$ cat src/rtl/song_player_pkg.sv
// Shared constants for the song player, song ROM and tone generator.
// Holds the FSM encodings, the entry field widths and the play/gap split helper.
package song_player_pkg;

    localparam int NOTE_W = 4;
    localparam int DUR_W  = 16;
    localparam int ADDR_W = 5;
    localparam int SONG_W = 4;

    localparam logic [ADDR_W-1:0] LAST_ADDR = 5'd31;
    localparam logic [NOTE_W-1:0] REST_NOTE = 4'd0;

    localparam logic [2:0] ST_IDLE  = 3'd0;
    localparam logic [2:0] ST_FETCH = 3'd1;
    localparam logic [2:0] ST_PLAY  = 3'd2;
    localparam logic [2:0] ST_GAP   = 3'd3;
    localparam logic [2:0] ST_DONE  = 3'd4;

    // Sounding part of an entry; the articulation gap is only carved out of long notes.
    function automatic logic [DUR_W-1:0] play_units(input logic [DUR_W-1:0] dur,
                                                    input logic [DUR_W-1:0] gap);
        return (dur > gap) ? (dur - gap) : dur;
    endfunction

endpackage

$ cat src/rtl/song_player_if.sv
// Control, ROM and tone-generator signals of the song player.
// The master modport is the player itself; slave is the surrounding logic.
interface song_player_if;
    import song_player_pkg::*;

    logic              start;
    logic              stop;
    logic              pause;
    logic [SONG_W-1:0] song_sel;
    logic [SONG_W-1:0] rom_song;
    logic [ADDR_W-1:0] rom_address;
    logic [NOTE_W-1:0] rom_note;
    logic [DUR_W-1:0]  rom_duration;
    logic [NOTE_W-1:0] note;
    logic              note_on;
    logic              playing;
    logic              done;

    modport master (
        input  start, stop, pause, song_sel, rom_note, rom_duration,
        output rom_song, rom_address, note, note_on, playing, done
    );

    modport slave (
        output start, stop, pause, song_sel, rom_note, rom_duration,
        input  rom_song, rom_address, note, note_on, playing, done
    );

endinterface

$ cat src/rtl/song_player_duration_tick.sv
// Duration-unit prescaler: counts enabled cycles and pulses tick_o on the last
// cycle of each TICK_DIV-cycle unit. clr_i restarts the unit from zero.
module duration_tick #(
    parameter int TICK_DIV = 10000
) (
    input  logic clk,
    input  logic rst_n,
    input  logic clr_i,
    input  logic en_i,
    output logic tick_o
);

    localparam int W = (TICK_DIV > 1) ? $clog2(TICK_DIV) : 1;
    localparam logic [W-1:0] LAST = W'(TICK_DIV - 1);

    logic [W-1:0] cnt_q;
    logic [W-1:0] cnt_d;

    // Next prescaler value: clear wins, otherwise count and wrap while enabled.
    always_comb begin
        cnt_d = cnt_q;
        if (clr_i) begin
            cnt_d = '0;
        end else if (en_i) begin
            cnt_d = (cnt_q == LAST) ? '0 : (cnt_q + W'(1));
        end else begin
            cnt_d = cnt_q;
        end
    end

    assign tick_o = en_i && !clr_i && (cnt_q == LAST);

    // Prescaler register.
    always_ff @(posedge clk) begin
        if (!rst_n) begin
            cnt_q <= '0;
        end else begin
            cnt_q <= cnt_d;
        end
    end

endmodule

$ cat src/rtl/song_player.sv
// Melody sequencer: walks the song ROM entry by entry, sounding each note for
// its duration with a trailing silent gap, until an end marker or address 31.
module song_player
    import song_player_pkg::*;
#(
    parameter int TICK_DIV  = 10000,
    parameter int GAP_UNITS = 200
) (
    input  logic          clk,
    input  logic          rst_n,
    song_player_if.master bus
);

    localparam logic [DUR_W-1:0] GAP_W = DUR_W'(GAP_UNITS);

    logic [2:0]        state_q, state_d;
    logic [ADDR_W-1:0] addr_q, addr_d;
    logic [SONG_W-1:0] song_q, song_d;
    logic [NOTE_W-1:0] note_q, note_d;
    logic [DUR_W-1:0]  cnt_q, cnt_d;
    logic              gap_q, gap_d;
    logic              note_on_q, note_on_d;
    logic              playing_q, playing_d;
    logic              done_q, done_d;
    logic              tick_s;
    logic              adv_s;

    duration_tick #(.TICK_DIV(TICK_DIV)) u_tick (
        .clk    (clk),
        .rst_n  (rst_n),
        .clr_i  (state_q == ST_FETCH),
        .en_i   (((state_q == ST_PLAY) || (state_q == ST_GAP)) && !bus.pause),
        .tick_o (tick_s)
    );

    // Sequencing: next state, unit counter, address and registered outputs.
    always_comb begin
        state_d = state_q;
        addr_d  = addr_q;
        song_d  = song_q;
        note_d  = note_q;
        cnt_d   = cnt_q;
        gap_d   = gap_q;
        adv_s   = 1'b0;

        case (state_q)
            ST_IDLE: begin
                if (bus.start && !bus.stop) begin
                    song_d  = bus.song_sel;
                    addr_d  = '0;
                    state_d = ST_FETCH;
                end else begin
                    state_d = ST_IDLE;
                end
            end
            ST_FETCH: begin
                note_d = bus.rom_note;
                if (bus.rom_duration == '0) begin
                    state_d = ST_DONE;
                end else begin
                    cnt_d   = play_units(bus.rom_duration, GAP_W);
                    gap_d   = (GAP_W != '0) && (bus.rom_duration > GAP_W);
                    state_d = ST_PLAY;
                end
            end
            ST_PLAY, ST_GAP: begin
                // Pause gates the tick, so the count and state simply hold.
                if (tick_s) begin
                    if (cnt_q != 16'd1) begin
                        cnt_d = cnt_q - 16'd1;
                    end else if ((state_q == ST_PLAY) && gap_q) begin
                        cnt_d   = GAP_W;
                        state_d = ST_GAP;
                    end else begin
                        adv_s = 1'b1;
                    end
                end else begin
                    cnt_d = cnt_q;
                end
            end
            ST_DONE: begin
                state_d = ST_IDLE;
            end
            default: begin
                state_d = ST_IDLE;
            end
        endcase

        if (adv_s) begin
            if (addr_q == LAST_ADDR) begin
                state_d = ST_DONE;
            end else begin
                addr_d  = addr_q + 5'd1;
                state_d = ST_FETCH;
            end
        end else begin
            addr_d = addr_d;
        end

        if (bus.stop) begin
            state_d = ST_IDLE;
            addr_d  = addr_q;
        end else begin
            state_d = state_d;
        end

        if (bus.stop || (state_d == ST_DONE)) begin
            note_d = REST_NOTE;
        end else begin
            note_d = note_d;
        end

        note_on_d = (state_d == ST_PLAY) && (note_d != REST_NOTE) && !bus.pause;
        playing_d = (state_d != ST_IDLE);
        done_d    = (state_d == ST_DONE);
    end

    // State and output registers.
    always_ff @(posedge clk) begin
        if (!rst_n) begin
            state_q   <= ST_IDLE;
            addr_q    <= '0;
            song_q    <= '0;
            note_q    <= '0;
            cnt_q     <= '0;
            gap_q     <= 1'b0;
            note_on_q <= 1'b0;
            playing_q <= 1'b0;
            done_q    <= 1'b0;
        end else begin
            state_q   <= state_d;
            addr_q    <= addr_d;
            song_q    <= song_d;
            note_q    <= note_d;
            cnt_q     <= cnt_d;
            gap_q     <= gap_d;
            note_on_q <= note_on_d;
            playing_q <= playing_d;
            done_q    <= done_d;
        end
    end

    assign bus.rom_song    = song_q;
    assign bus.rom_address = addr_q;
    assign bus.note        = note_q;
    assign bus.note_on     = note_on_q;
    assign bus.playing     = playing_q;
    assign bus.done        = done_q;

endmodule

$ cat src/flat_wrapper.sv
// flat-port wrapper written by rule: the top's interface ports become plain ports
module song_player_flat import song_player_pkg::*;
#(
    parameter int TICK_DIV  = 10000,
    parameter int GAP_UNITS = 200
)
  (clk, rst_n, bus_start, bus_stop, bus_pause, bus_song_sel, bus_rom_note, bus_rom_duration, bus_rom_song, bus_rom_address, bus_note, bus_note_on, bus_playing, bus_done);
  song_player_if bus_i ();
  input  logic clk;
  input  logic rst_n;
  input wire logic [$bits(bus_i.start)-1:0] bus_start;
  input wire logic [$bits(bus_i.stop)-1:0] bus_stop;
  input wire logic [$bits(bus_i.pause)-1:0] bus_pause;
  input wire logic [$bits(bus_i.song_sel)-1:0] bus_song_sel;
  input wire logic [$bits(bus_i.rom_note)-1:0] bus_rom_note;
  input wire logic [$bits(bus_i.rom_duration)-1:0] bus_rom_duration;
  output wire logic [$bits(bus_i.rom_song)-1:0] bus_rom_song;
  output wire logic [$bits(bus_i.rom_address)-1:0] bus_rom_address;
  output wire logic [$bits(bus_i.note)-1:0] bus_note;
  output wire logic [$bits(bus_i.note_on)-1:0] bus_note_on;
  output wire logic [$bits(bus_i.playing)-1:0] bus_playing;
  output wire logic [$bits(bus_i.done)-1:0] bus_done;
  assign bus_i.start = bus_start;
  assign bus_i.stop = bus_stop;
  assign bus_i.pause = bus_pause;
  assign bus_i.song_sel = bus_song_sel;
  assign bus_i.rom_note = bus_rom_note;
  assign bus_i.rom_duration = bus_rom_duration;
  assign bus_rom_song = bus_i.rom_song;
  assign bus_rom_address = bus_i.rom_address;
  assign bus_note = bus_i.note;
  assign bus_note_on = bus_i.note_on;
  assign bus_playing = bus_i.playing;
  assign bus_done = bus_i.done;
  song_player #(.TICK_DIV(TICK_DIV), .GAP_UNITS(GAP_UNITS)) u_core (.clk(clk), .rst_n(rst_n), .bus(bus_i));
endmodule
$ cat config.mk
export PLATFORM = sky130hd
export DESIGN_NAME = song_player_flat
export DESIGN_NICKNAME = d
export VERILOG_FILES = /design/src/rtl/song_player_pkg.sv /design/src/rtl/song_player_if.sv /design/src/rtl/song_player_duration_tick.sv /design/src/rtl/song_player.sv /design/src/flat_wrapper.sv
export SDC_FILE = /design/constraint.sdc
export NUM_CORES = 1
export LEC_CHECK = 0
export CAP_MARGIN = 30
export CORE_UTILIZATION = 34
export DETAILED_ROUTE_END_ITERATION = 6
export SLEW_MARGIN = 40
export SYNTH_ARGS = -nofsm -noshare
export SYNTH_HDL_FRONTEND = slang
export SYNTH_HIERARCHICAL = 1
export SYNTH_SLANG_ARGS = --single-unit
$ cat constraint.sdc
create_clock -name clk -period 2.96 [get_ports clk]
set_clock_uncertainty 0.15 [all_clocks]
set_input_delay 0.592 -clock clk [delete_from_list [all_inputs] [get_ports clk]]
set_output_delay 0.592 -clock clk [all_outputs]
set_load 0.02 [all_outputs]
==> metrics.txt <==
status finished, final reports clean; register bit count reported by yosys 50; f_max 365 MHz; Skew-Pair Late Insertion Delay 0.30 ns; Starting DRT DRC Count approximately 110; asr flop ratio synth 0; highest-delay cell along the critical path or4b_1; htree depth 2; syn_nets 408; P_leak 1.44 nW; worst min-delay path class register to register; Post-CTS Setup Bufs 0; sequential-to-total area share from yosys stat 0.330; crit path cell chain or4b_1 -> or4_4 -> nor2_2 -> nand2b_1 -> nor4b_2 -> o21bai_1 -> a22oi_1 -> nor2_1; total track usage 0.183; CP max FO 5; dpl cells around 540; number of global-route vias before repair 2,839; most frequent cell after synthesis nor2_1; CP arrival 2.79 ns; clock sink count 50; post-route ant nets 0; CTS tree yes; # fillers 892; area of the mapped netlist 3030 um2; Critical Path RT about 3.0 ns; synth unique cells 67; Synth area leader dfxtp_1; RSZ-0062 raised after global routing false; Syn. warnings 6; clock root buffer clkbuf_8; Worst Setup Start Kind register; Core ar. 8680 um2; critical path class register to register; final total power 1.43 mW; Crit. End Element register; Synth top area share 0.330; slew margin rel. 0.577; DP Wirelength just over 6 mm; Hold Vio Cnt, Final 0; Main synth FF type dfxtp_1; largest net degree at the start of global routing 20; final cell count without fillers around 550; Hold Buf Count CTS 0; fin crit period 2.74 ns; routed wire length 8.13 mm; cts repair resizes 0; total CTS buffers 5; first-pass GRT wire length 13.3 mm; global placement routability congestion 0.854; share of post-route cells with drive strength above 1 0.137; detailed-route via count 3,092; slowest stage delay, CP approximately 0.55 ns; I/O pin total 45; initial core utilization 0.349; maximum root-to-sink buffer count 2; Post-synth EDFFs 0; peak supply drop 0.218 mV; Port Buffers between 40 and 50; period utilization 0.925; top post-synthesis cells by count 53 x nor2_1, 50 x dfxtp_1, 27 x a21oi_1; Hold WS 0.347 ns; Die W 96.4 um; count of final setup violators 0; vias per inst between 5 and 6; worst-margin pin slew 0.629 ns; initial antenna violation count 0; Die Ht 96.4 um; Max Transition Viols Final 0; Avg Cell Area, Syn 8.15 um2; Area contributors post-synth dfxtp_1 33%, nor2_1 6.6%, a21oi_1 4.5%; # diodes 0; clock-pin slew on the worst setup and hold paths 0.10 ns; Max Cap Viol 0; Pre-Repair DR Iteration Count 6; gr ovfl total 0; Die Area 9290 um2; row cnt 34; power density over the cells 366 nW/um2; DR WL/cell 14.7 um; DRC viols 0; NumNets Final ~480; cells after synthesis 372; area grow syn2layout 29.4%
-- worst max-delay path: cells and delay by family (launching register included) --
family             cells  cell delay (ns)
AOI/OAI and AO/OA      2             0.40
and+or+nand+nor        6             1.73
DFF                    1             0.37
-- cell type report --
cell class / instances / area (um2) / area share
flip-flops and latches: 50 / 1000 / 0.255
clock buffers: 5 / 68.8 / 0.0175
well taps: 108 / 135 / 0.0344
multi-input cells: 297 / 1910 / 0.488
repair buffers: 80 / 723 / 0.184
clock inverters: 3 / 47.5 / 0.0121
inverters: 9 / 33.8 / 0.00861
-- power breakdown --
part / switching [mW] / leakage (nW) / internal, mW
Combinational: 0.125 / 0.973 / 0.114
Clock: 0.246 / 0.0587 / 0.257
Sequential: 0.00949 / 0.404 / 0.683
Total: 0.381 / 1.44 / 1.05
-- worst paths after layout --
path / start / endpoint / slack, ns / cells after the start
hold / removal: u_core/cnt_q[11] / u_core/cnt_q[11] / 0.35 / 2
setup / recovery: u_core/u_tick/cnt_q[7] / u_core/bus.rom_address[4] / 0.22 / 8
hold reg to reg: u_core/cnt_q[11] / u_core/cnt_q[11] / 0.35 / 2
setup reg to reg: u_core/u_tick/cnt_q[7] / u_core/bus.rom_address[4] / 0.22 / 8
-- state kept, by name (all words and copies together) (netlist names) --
| register | count |
|---|---|
| u_core/gap_q | 1 |
| u_core/bus.done | 1 |
| u_core/bus.playing | 1 |
| u_core/cnt_q | 16 |
| u_core/u_tick/cnt_q | 14 |
| u_core/bus.rom_song | 4 |
| u_core/bus.note | 4 |
| u_core/bus.note_on | 1 |
| u_core/bus.rom_address | 5 |
| u_core/state_q | 3 |
-- cell families after synthesis --
group,Yosys count,synth area share
compound gates,108,0.239
xor+xnor,15,0.0434
fa+ha+maj,7,0.0289
buf+inv,25,0.0392
flops,50,0.330
mux,12,0.0401
simple gates,155,0.279
-- per-stage QoR --
stage / TNS, ns / instance area [um2] / worst slack [ns] / util
after detailed placement: -0.829 / 3810 / -0.0997 / 0.439
final: 0 / 3920 / 0.222 / 0.452
after global routing: 0 / 3920 / 0.0725 / 0.452
after global placement: -0.286 / 3810 / -0.0555 / 0.439
after floorplan: 0 / 3040 / 0.0506 / -
after CTS: 0 / 3920 / 0.204 / 0.452
-- cells in the final DEF (no fill, tap or decap), types with 4 or more instances in the layout --
cell type        count
nand2b_1             6
xnor2_1             11
nand2_1             18
a22oi_1              4
o31ai_1              5
ha_1                 7
mux2i_1             11
clkdlybuf4s50_1     44
or4_1                5
buf_4               35
a31oi_1              6
nand4_1              7
inv_1                8
nand3_1             13
nor2_1              52
nor4_1              10
xor2_1               4
nor3_1              13
a21oi_1             27
clkbuf_8             5
dfxtp_1             50
o21ai_0             24
a21o_1               4
-- per-layer routing --
| layer | vias to the layer above | GRT usage | wire (um) |
|---|---|---|---|
| li1 | 1543 | - | - |
| met1 | 1436 | 0.239 | 3760 |
| met2 | 105 | 0.307 | 3730 |
| met3 | 8 | 0.0297 | 479 |
| met4 | 0 | 0.0564 | 153 |
| met5 | - | 0 | 0 |
Power figures use the tool's default switching activity.
